**src/rtl/seq_detect_ctrl.sv**
```systemverilog
// -----------------------------------------------------------------------------
// seq_detect_ctrl
//
// Session controller for serial pattern detection on a qualified bit stream.
// A pattern of 1..PAT_W bits and a window length are latched through a config
// port while idle. A start request arms a session. The session then shifts in
// each valid data bit and flags every occurrence of the pattern. Overlapping
// occurrences are counted. The session closes after `window` valid bits.
//
// Ports
//   clk          in   system clock, rising edge
//   rst_n        in   asynchronous active-low reset
//   cfg_we       in   config write strobe (honoured in IDLE only)
//   cfg_pattern  in   pattern; bit [len-1] is the oldest bit, bit 0 the newest
//   cfg_len      in   pattern length, legal 1..PAT_W
//   cfg_window   in   valid bits per session, legal >= 1
//   start        in   begin a session (honoured in IDLE only)
//   data_in      in   serial data bit
//   data_valid   in   qualifier for data_in
//   busy         out  high while armed or running
//   done         out  one-cycle pulse when the window closes
//   match_pulse  out  one-cycle pulse per detected match
//   match_count  out  saturating match count of the current or last session
//   err          out  one-cycle pulse when a start is rejected
// -----------------------------------------------------------------------------
module seq_detect_ctrl #(
  parameter  int unsigned PAT_W = 8,
  parameter  int unsigned CNT_W = 16,
  localparam int unsigned LEN_W = $clog2(PAT_W + 1)
) (
  input  logic             clk,
  input  logic             rst_n,
  input  logic             cfg_we,
  input  logic [PAT_W-1:0] cfg_pattern,
  input  logic [LEN_W-1:0] cfg_len,
  input  logic [CNT_W-1:0] cfg_window,
  input  logic             start,
  input  logic             data_in,
  input  logic             data_valid,
  output logic             busy,
  output logic             done,
  output logic             match_pulse,
  output logic [CNT_W-1:0] match_count,
  output logic             err
);

  typedef enum logic [1:0] {
    ST_IDLE,
    ST_ARM,
    ST_RUN,
    ST_DONE
  } state_e;

  state_e           state_q;

  // Configuration registers
  logic [PAT_W-1:0] pat_q;
  logic [LEN_W-1:0] len_q;
  logic [CNT_W-1:0] win_q;

  // Session datapath
  logic [PAT_W-1:0] shift_q;
  logic [LEN_W-1:0] hist_q;
  logic [CNT_W-1:0] bits_q;
  logic [CNT_W-1:0] count_q;

  // Registered outputs
  logic             busy_q;
  logic             done_q;
  logic             match_q;
  logic             err_q;

  // Next-state values for the datapath, used on a valid RUN cycle
  logic [PAT_W-1:0] shift_d;
  logic [LEN_W-1:0] hist_d;
  logic [CNT_W-1:0] bits_d;
  logic [CNT_W-1:0] count_d;
  logic [PAT_W-1:0] len_mask;
  logic             hit;
  logic             win_end;

  // Config values that a start in this cycle is judged against. A write in the
  // same cycle takes effect first, so its values are the ones checked.
  logic [LEN_W-1:0] eff_len;
  logic [CNT_W-1:0] eff_win;
  logic             start_ok;

  always_comb begin
    eff_len  = cfg_we ? cfg_len    : len_q;
    eff_win  = cfg_we ? cfg_window : win_q;
    start_ok = (eff_len != '0) && (eff_len <= LEN_W'(PAT_W)) && (eff_win != '0);
  end

  always_comb begin
    shift_d = {shift_q[PAT_W-2:0], data_in};
    // History saturates at len. The compare happens before the increment, so
    // the sum cannot overflow LEN_W even when PAT_W+1 is a power of two.
    hist_d  = (hist_q >= len_q) ? len_q : hist_q + 1'b1;
    bits_d  = bits_q + 1'b1;
    count_d = (count_q == '1) ? count_q : count_q + 1'b1;

    len_mask = '0;
    for (int unsigned i = 0; i < PAT_W; i++) begin
      if (i < 32'(len_q)) begin
        len_mask[i] = 1'b1;
      end
    end

    // Only the low len bits take part in the compare. Pattern bits above len
    // are don't-care.
    hit     = (hist_d == len_q) && (((shift_d ^ pat_q) & len_mask) == '0);
    win_end = (bits_d == win_q);
  end

  always_ff @(posedge clk or negedge rst_n) begin
    if (!rst_n) begin
      state_q <= ST_IDLE;
      pat_q   <= '0;
      len_q   <= '0;
      win_q   <= '0;
      shift_q <= '0;
      hist_q  <= '0;
      bits_q  <= '0;
      count_q <= '0;
      busy_q  <= 1'b0;
      done_q  <= 1'b0;
      match_q <= 1'b0;
      err_q   <= 1'b0;
    end else begin
      // Pulse outputs default low and are raised only for a single cycle.
      done_q  <= 1'b0;
      match_q <= 1'b0;
      err_q   <= 1'b0;

      case (state_q)
        ST_IDLE: begin
          if (cfg_we) begin
            pat_q <= cfg_pattern;
            len_q <= cfg_len;
            win_q <= cfg_window;
          end
          if (start) begin
            if (start_ok) begin
              state_q <= ST_ARM;
              busy_q  <= 1'b1;
            end else begin
              err_q   <= 1'b1;
            end
          end
        end

        ST_ARM: begin
          // data_valid is not looked at here; the session starts clean.
          shift_q <= '0;
          hist_q  <= '0;
          bits_q  <= '0;
          count_q <= '0;
          state_q <= ST_RUN;
          busy_q  <= 1'b1;
        end

        ST_RUN: begin
          if (data_valid) begin
            shift_q <= shift_d;
            hist_q  <= hist_d;
            bits_q  <= bits_d;
            if (hit) begin
              match_q <= 1'b1;
              count_q <= count_d;
            end
            // The final bit's match pulse lands in the same cycle as done.
            if (win_end) begin
              state_q <= ST_DONE;
              busy_q  <= 1'b0;
              done_q  <= 1'b1;
            end
          end
        end

        ST_DONE: begin
          state_q <= ST_IDLE;
          busy_q  <= 1'b0;
        end

        default: begin
          state_q <= ST_IDLE;
          busy_q  <= 1'b0;
        end
      endcase
    end
  end

  assign busy        = busy_q;
  assign done        = done_q;
  assign match_pulse = match_q;
  assign match_count = count_q;
  assign err         = err_q;

endmodule
```
**config.mk**
```make
export PLATFORM = sky130hd
export DESIGN_NAME = seq_detect_ctrl
export DESIGN_NICKNAME = d
export VERILOG_FILES = /design/src/rtl/seq_detect_ctrl.sv
export SDC_FILE = /design/constraint.sdc
export NUM_CORES = 1
export LEC_CHECK = 0
export CORE_ASPECT_RATIO = 1.4
export CORE_UTILIZATION = 46
export CTS_CLUSTER_SIZE = 28
export DETAILED_ROUTE_END_ITERATION = 6
export GPL_TIMING_DRIVEN = 0
export PLACE_DENSITY = 0.67
export SETUP_SLACK_MARGIN = 0.5
export SKIP_CTS_REPAIR_TIMING = 1
export SLEW_MARGIN = 30
export SYNTH_ARGS = -nofsm -noshare
export SYNTH_HDL_FRONTEND = slang
export SYNTH_SLANG_ARGS = --single-unit
```
**constraint.sdc**
```tcl
create_clock -name clk -period 6.3 [get_ports clk]
set_input_delay 0.945 -clock clk [delete_from_list [all_inputs] [get_ports clk]]
set_output_delay 0.945 -clock clk [all_outputs]
set_load 0.05 [all_outputs]
```
**Word level (Yosys, flattened, before mapping)**

Cells that the tools add are included.
W data, S select, Z words.

- Add/sub/neg operators: 3
- Order comparisons: 10
- Equality and inequality tests: 12
- Multiplexer cells: 40
- Bitwise logic cells: 2
- Reduce and logical (&&, ||, !) cells: 12

Operators by type and width:

| operator | number |
|---|---|
| $mux W16 | 5 |
| $pmux W16 S2 | 2 |
| $add A16 B1 Y16 const B | 2 |
| $mux W1 | 21 |
| $eq A16 B16 Y1 | 1 |
| $eq A16 B16 Y1 const B | 1 |
| $lt A3 B4 Y1 const A | 4 |
| $reduce_bool A16 Y1 | 1 |
| $pmux W7 S2 | 1 |
| $mux W4 | 3 |
| $ne A2 B2 Y1 const B | 6 |
| $and A8 B8 Y8 | 1 |
| $logic_not A8 Y1 | 1 |
| $lt A1 B4 Y1 const A | 2 |
| $lt A2 B4 Y1 const A | 2 |
| $mux W2 | 4 |
| $pmux W2 S4 | 1 |
| $pmux W4 S2 | 1 |
| $reduce_and A4 Y1 | 2 |
| $xor A8 B8 Y8 | 1 |
| $mux W7 | 1 |
| $add A4 B1 Y4 const B | 1 |
| $eq A2 B2 Y1 const B | 2 |
| $eq A4 B4 Y1 | 1 |
| 9 further kinds | 12 |

- Flip-flop bits (word level): 77
- Input port bits: 34
- Output and inout port bits: 20

**Depth between registers and ports, before layout**

- Word-level depth: 8
- Mapped depth: 10
- Mapped depth without buffers: 9

**Worst setup path before layout**

Ideal clock, no wire load.

- Kind: register to register
- Start: reg len_q[1]
- End: reg count_q[0] (netlist: match_count[0])
- Setup time: 0.087 ns
- Arrival time: 2.352 ns
- Required time: 6.213 ns
- Path slack: 3.861 ns
- Cell stages (with the launch flop): 11
- Path buffers: 2
- Clock period less this slack: 2.439 ns
- Cell sequence: dfrtp_1 clkbuf_1 inv_1 ha_1 a21o_1 a21o_1 a221o_1 and3_1 buf_2 mux2_1 o211ai_1

- Longest elaborated chain between the ends: 7

RTL lines:

| what | RTL line | source |
|---|---|---|
| start: declaration | 58 | `logic [LEN_W-1:0] len_q;` |
| start signal: assignment | 139 | `len_q <= cfg_len;` |
| $lt A1 B4 Y1, or another cell as far along | 104 | `if (i < 32'(len_q)) begin` |
| $mux W1 | 104 |  |
| $and A8 B8 Y8 | 111 | `hit = (hist_d == len_q) && (((shift_d ^ pat_q) & len_mask) == '0);` |
| $logic_not A8 Y1 | 111 |  |
| $logic_and A1 B1 Y1 * | 111 |  |
| $ne A2 B2 Y1 (no line) * | -- |  |
| $reduce_and A4 Y1 (no line) * | -- |  |
| end signal: assignment | 169 | `count_q <= count_d;` |
| end: declaration | 65 | `logic [CNT_W-1:0] count_q;` |

Every way passes the cells marked *; elsewhere a longest branch is shown, timed or not.
A chain may end at the register's enable or synchronous reset.

**Worst setup path after layout**

- Start: reg state_q[0]
- End: reg bits_q[4]

- Longest elaborated chain between the ends: 3

RTL lines:

| what | RTL line | source |
|---|---|---|
| start: declaration | 54 | `state_e state_q;` |
| start signal: assignment | 117 | `state_q <= ST_IDLE;` |
| start signal: assignment | 144 | `state_q <= ST_ARM;` |
| start signal: assignment | 158 | `state_q <= ST_RUN;` |
| $eq A2 B2 Y1 / $eq A2 B1 Y1 (equally long branches) | 135 | `case (state_q)` |
| $ne A2 B2 Y1 (no line) / $reduce_bool A2 Y1 (equally long branches) | -- |  |
| $reduce_and A2 Y1 (no line) | -- |  |
| end signal: assignment | 166 | `bits_q <= bits_d;` |
| end: declaration | 64 | `logic [CNT_W-1:0] bits_q;` |

Parallel ways exist; a longest one is shown, timed or not.

==> results <==
- The run finished with clean final reports.
- For this design the ratio of total power to cell area is 412 nW/um^2.
- Clock-pin slew was measured on the worst setup and hold paths at 0.06 ns.
- Along the worst path, the maximum fanout reaches 10.
- The critical path arrival is 3.16 ns.
- The path class of the tightest hold or removal check is in -> async.
- TritonCTS built the clock tree.
- The tree built by TritonCTS fans out to 77 sinks.
- The overall via count from detail_route is 4222.
- For this run, the detailed router's first-pass iteration total came to 6.
- The total inserted antenna cells is 0.
- The post-route DRC violation count is 0.
- At the end of the flow the core is filled with cells to 57.6%.
- During I/O placement, the number of pins put on the boundary was 54.
- The post-synthesis sequential area ratio is 40.7%.
- The overall routing resource usage is 25.2%.
- The startpoint of the worst-slack reg-to-reg timing path is state_q[0].
- Measured in cells, the most critical reg-to-reg path has a length of 9.
- In the global route stage, met2 resource usage came out at 40.9%.
- The netlist uses 68 different library cells.
- The first global-routing pass estimated 20700 microns of wire.
- The most utilized layer in the global route result is met2.
- The synthesized net count is 547.
- Across the run, the number of max-cap violations was 0.
- The met3 track demand over resource is 3.93%.
- The nature of the critical path endpoint is a register.
- The data required time at the worst endpoint is 6.53 ns.
- The HPWL after detailed placement is 9170 microns.
- In this run the vertical extent of the chip is 122 microns.
- The latest clock arrival within the worst-skew pair is 0.33 ns.
- Setup slack closes at 3.37 ns.
- The final-layout fill cell count is 890.
- Global routing used 32.9% of the available met1 tracks.
- The area share of the largest cell type after synthesis is 40.7%.
- The critical path in this run is classified as reg -> reg.
- For this run the aggregate overflow at the end of global routing stands at 0.
- The cell taking the most area after synthesis is sky130_fd_sc_hd__dfrtp_1.
- Once the floorplan was initialized, standard cells occupied 47.6% of the core.
- The share of post-route cells with drive strength above 1 is 11.4%.
- The maximum clock skew at final layout is 0.00864 ns.
- Yosys mapped a number of flops with a built-in enable equal to 0.
- The number of buffers added by the clock tree synthesis step is 9.
- During placement, the flow inserted port buffers numbering 52.
- The number of nets with antenna violations after routing is 0.
- The finished layout holds 704 standard cells, fillers aside.
- Tracing the worst setup path back leads to its startpoint at state_q[0].
- The worst relative slew slack is 47.9%.
- The final max-slew violation count is 0.
- The core region area is 9950 sq um.
- Synthesis produced 501 cells.
- The highest clock frequency the design can meet is 342 MHz.
- The endpoint of the most critical register-to-register path is bits_q[4].
- Dividing the final minimum period by the clock period gives 46.5%.
- The number of DRC markers after the initial detailed-route iteration is 246.
- In the final timing run, aggregate negative setup slack is 0 ns.
- The main flop type after synthesis is sky130_fd_sc_hd__dfrtp_1.
- After synthesis, the cell types taking the most area are sky130_fd_sc_hd__dfrtp_1, sky130_fd_sc_hd__mux2_2, sky130_fd_sc_hd__o21ai_0.
- Including well taps, the total number of placed cells is 689.
- A synthesized cell averages 9.46 sq um.
- Setup repair after global routing left no endpoint under its margin.
- The minimum period implied by the final worst setup slack is 2.93 ns.
- The sequential cells in the finished layout cover a total of 1930 sq um.
- In the final routed layout, each cell accounts on average for 17.5 microns.
- The final count of negative-setup-slack endpoints is 0.
- Counting along the longest clock path gives a buffer depth of 2.
- The number of placement rows is 43.
- The horizontal die dimension is 87.8 microns.
- In the final design database the tool counted 611 nets.
- The number of antenna violations at the first check in global routing came to 0.
- The worst supply voltage drop on vdd is 0.255 mV.
- The total leakage power is 2.32 nW.
- CTS placed an instance of sky130_fd_sc_hd__clkbuf_16 at the clock tree root.
- At the end of routability-driven placement, the weighted congestion stood at 0.924.
- The total of flip-flops plus latches after synthesis is 77.
- The synthesis warning total is 0.
- The worst setup path is launched from a register.
- The proportion of synthesized flip-flops having asynchronous set or reset is 100%.
- Wires add up to 12300 microns.
- The multi-input combinational cells in the finished layout cover a total of 2590 sq um.
- The area of the mapped netlist is 4740 sq um.
- OpenSTA, run right after detailed placement, puts the worst setup slack at 3.09 ns.
- The via count of the first global-routing pass came to 4143.
- The die area is 10700 sq um.
- The growth of design area from synthesis to finish is 21.1%.
- For the pin with the worst max-slew slack, the measured transition is 0.778 ns.
- The via-per-instance ratio is 6.00.
- The pin count of the biggest net entering global routing is 56.
- The final count of hold timing violations came to 0.
- The total number of H-tree levels is 3.
- The register-to-register setup slack is 3.37 ns.
==> flip-flops by register name, summed over array words and instances (netlist names) <==
signal	flops
bits_q	16
match_count	16
win_q	16
pat_q	8
shift_q	7
hist_q	4
len_q	4
state_q	2
busy	1
done	1
err	1
match_pulse	1
==> critical path, stage by stage (launching register included) <==
cell                       delay, ns
sky130_fd_sc_hd__dfrtp_1        0.41
sky130_fd_sc_hd__inv_1          0.11
sky130_fd_sc_hd__ha_1           0.20
sky130_fd_sc_hd__clkbuf_1       0.23
sky130_fd_sc_hd__and2_0         0.20
sky130_fd_sc_hd__clkbuf_1       0.12
sky130_fd_sc_hd__nor2_1         0.62
sky130_fd_sc_hd__clkbuf_1       0.62
sky130_fd_sc_hd__o21ai_0        0.21
sky130_fd_sc_hd__o31ai_1        0.10
==> worst max-delay path by stage <==
stage                                 end  slack [ns]  cells after the start
after detailed placement  match_count[15]        3.09                      7
after global placement           win_q[9]        1.48                      1
after floorplan            match_count[0]        3.86                     10
after global routing           state_q[1]        3.18                      8
after CTS                      bits_q[15]        3.40                      9
final                           bits_q[4]        3.37                      9
==> cell usage in the layout (no fill, tap or decap), drive strengths merged, types with 9 or more instances in the layout <==
master         instances
nor3                  13
buf                    9
mux2                  29
ha                    12
nand2                 38
a31oi                 13
nor4                  15
o21ai                 38
a21oi                 18
inv                   14
nand3                 19
and3                  12
xnor2                 20
dfrtp                 77
nor2                  37
clkdlybuf4s50         51
xor2                  11
nand4                 13
clkbuf                33
==> Yosys cell counts, types with 8 or more instances <==
library cell,number
sky130_fd_sc_hd__nand3_1,19
sky130_fd_sc_hd__o21ai_0,38
sky130_fd_sc_hd__nor4_1,14
sky130_fd_sc_hd__o31ai_1,8
sky130_fd_sc_hd__and3_1,12
sky130_fd_sc_hd__a22o_1,8
sky130_fd_sc_hd__dfrtp_1,77
sky130_fd_sc_hd__nor3_1,13
sky130_fd_sc_hd__xor2_1,11
sky130_fd_sc_hd__a21oi_1,17
sky130_fd_sc_hd__ha_1,12
sky130_fd_sc_hd__xnor2_1,20
sky130_fd_sc_hd__nand4_1,12
sky130_fd_sc_hd__nand2_1,38
sky130_fd_sc_hd__inv_1,14
sky130_fd_sc_hd__clkbuf_1,19
sky130_fd_sc_hd__mux2_2,28
sky130_fd_sc_hd__nor2_1,37
sky130_fd_sc_hd__a31oi_1,13
==> metrics by stage <==
step                      hold WS, ns  power, mW  area, sq um
final                           0.462       2.36         5740
after global routing            0.474       2.53         5740
after CTS                       0.463       2.37         5740
after detailed placement        0.506       1.86         5460
after global placement          0.504       1.83         5430
after floorplan                 0.485       1.55         4740
==> report_power, final <==
group	internal, mW	switching, mW
clock	0.304	0.195
sequential	0.637	0.160
combinational	0.455	0.614
total	1.40	0.968
==> metal layers <==
metal / wire length (microns) / share of wire [%] / vias up
met5: 0 / 0 / -
met4: 386 / 3.1 / 0
met3: 556 / 4.5 / 31
met2: 6040 / 49 / 147
met1: 5350 / 43 / 2043
li1: - / - / 2001
==> kinds of logic (layout without fill, tap and decap cells) <==
group                    count (synthesis)  count (layout)  synth area share, %
buffers and inverters                   45             113                 4.70
adder cells (fa/ha/maj)                 12              12                 3.17
XOR/XNOR                                31              31                 5.73
flip-flops                              77              77                 40.7
AO/OA/AOI/OAI                          122             122                 17.3
AND/OR/NAND/NOR                        181             181                 20.7
multiplexers                            33              33                 7.74
==> layout make-up <==
| cell class | instances | area share [%] |
|---|---|---|
| Inverter | 15 | 0.981 |
| Sequential cell | 77 | 33.6 |
| Clock buffer | 11 | 4.06 |
| Clock inverter | 4 | 0.872 |
| Buffer | 30 | 2.90 |
| Multi-Input combinational cell | 379 | 45.1 |
| Tap cell | 135 | 2.94 |
| Timing Repair Buffer | 53 | 9.57 |
Note: power is estimated with default switching activity, not from simulation.
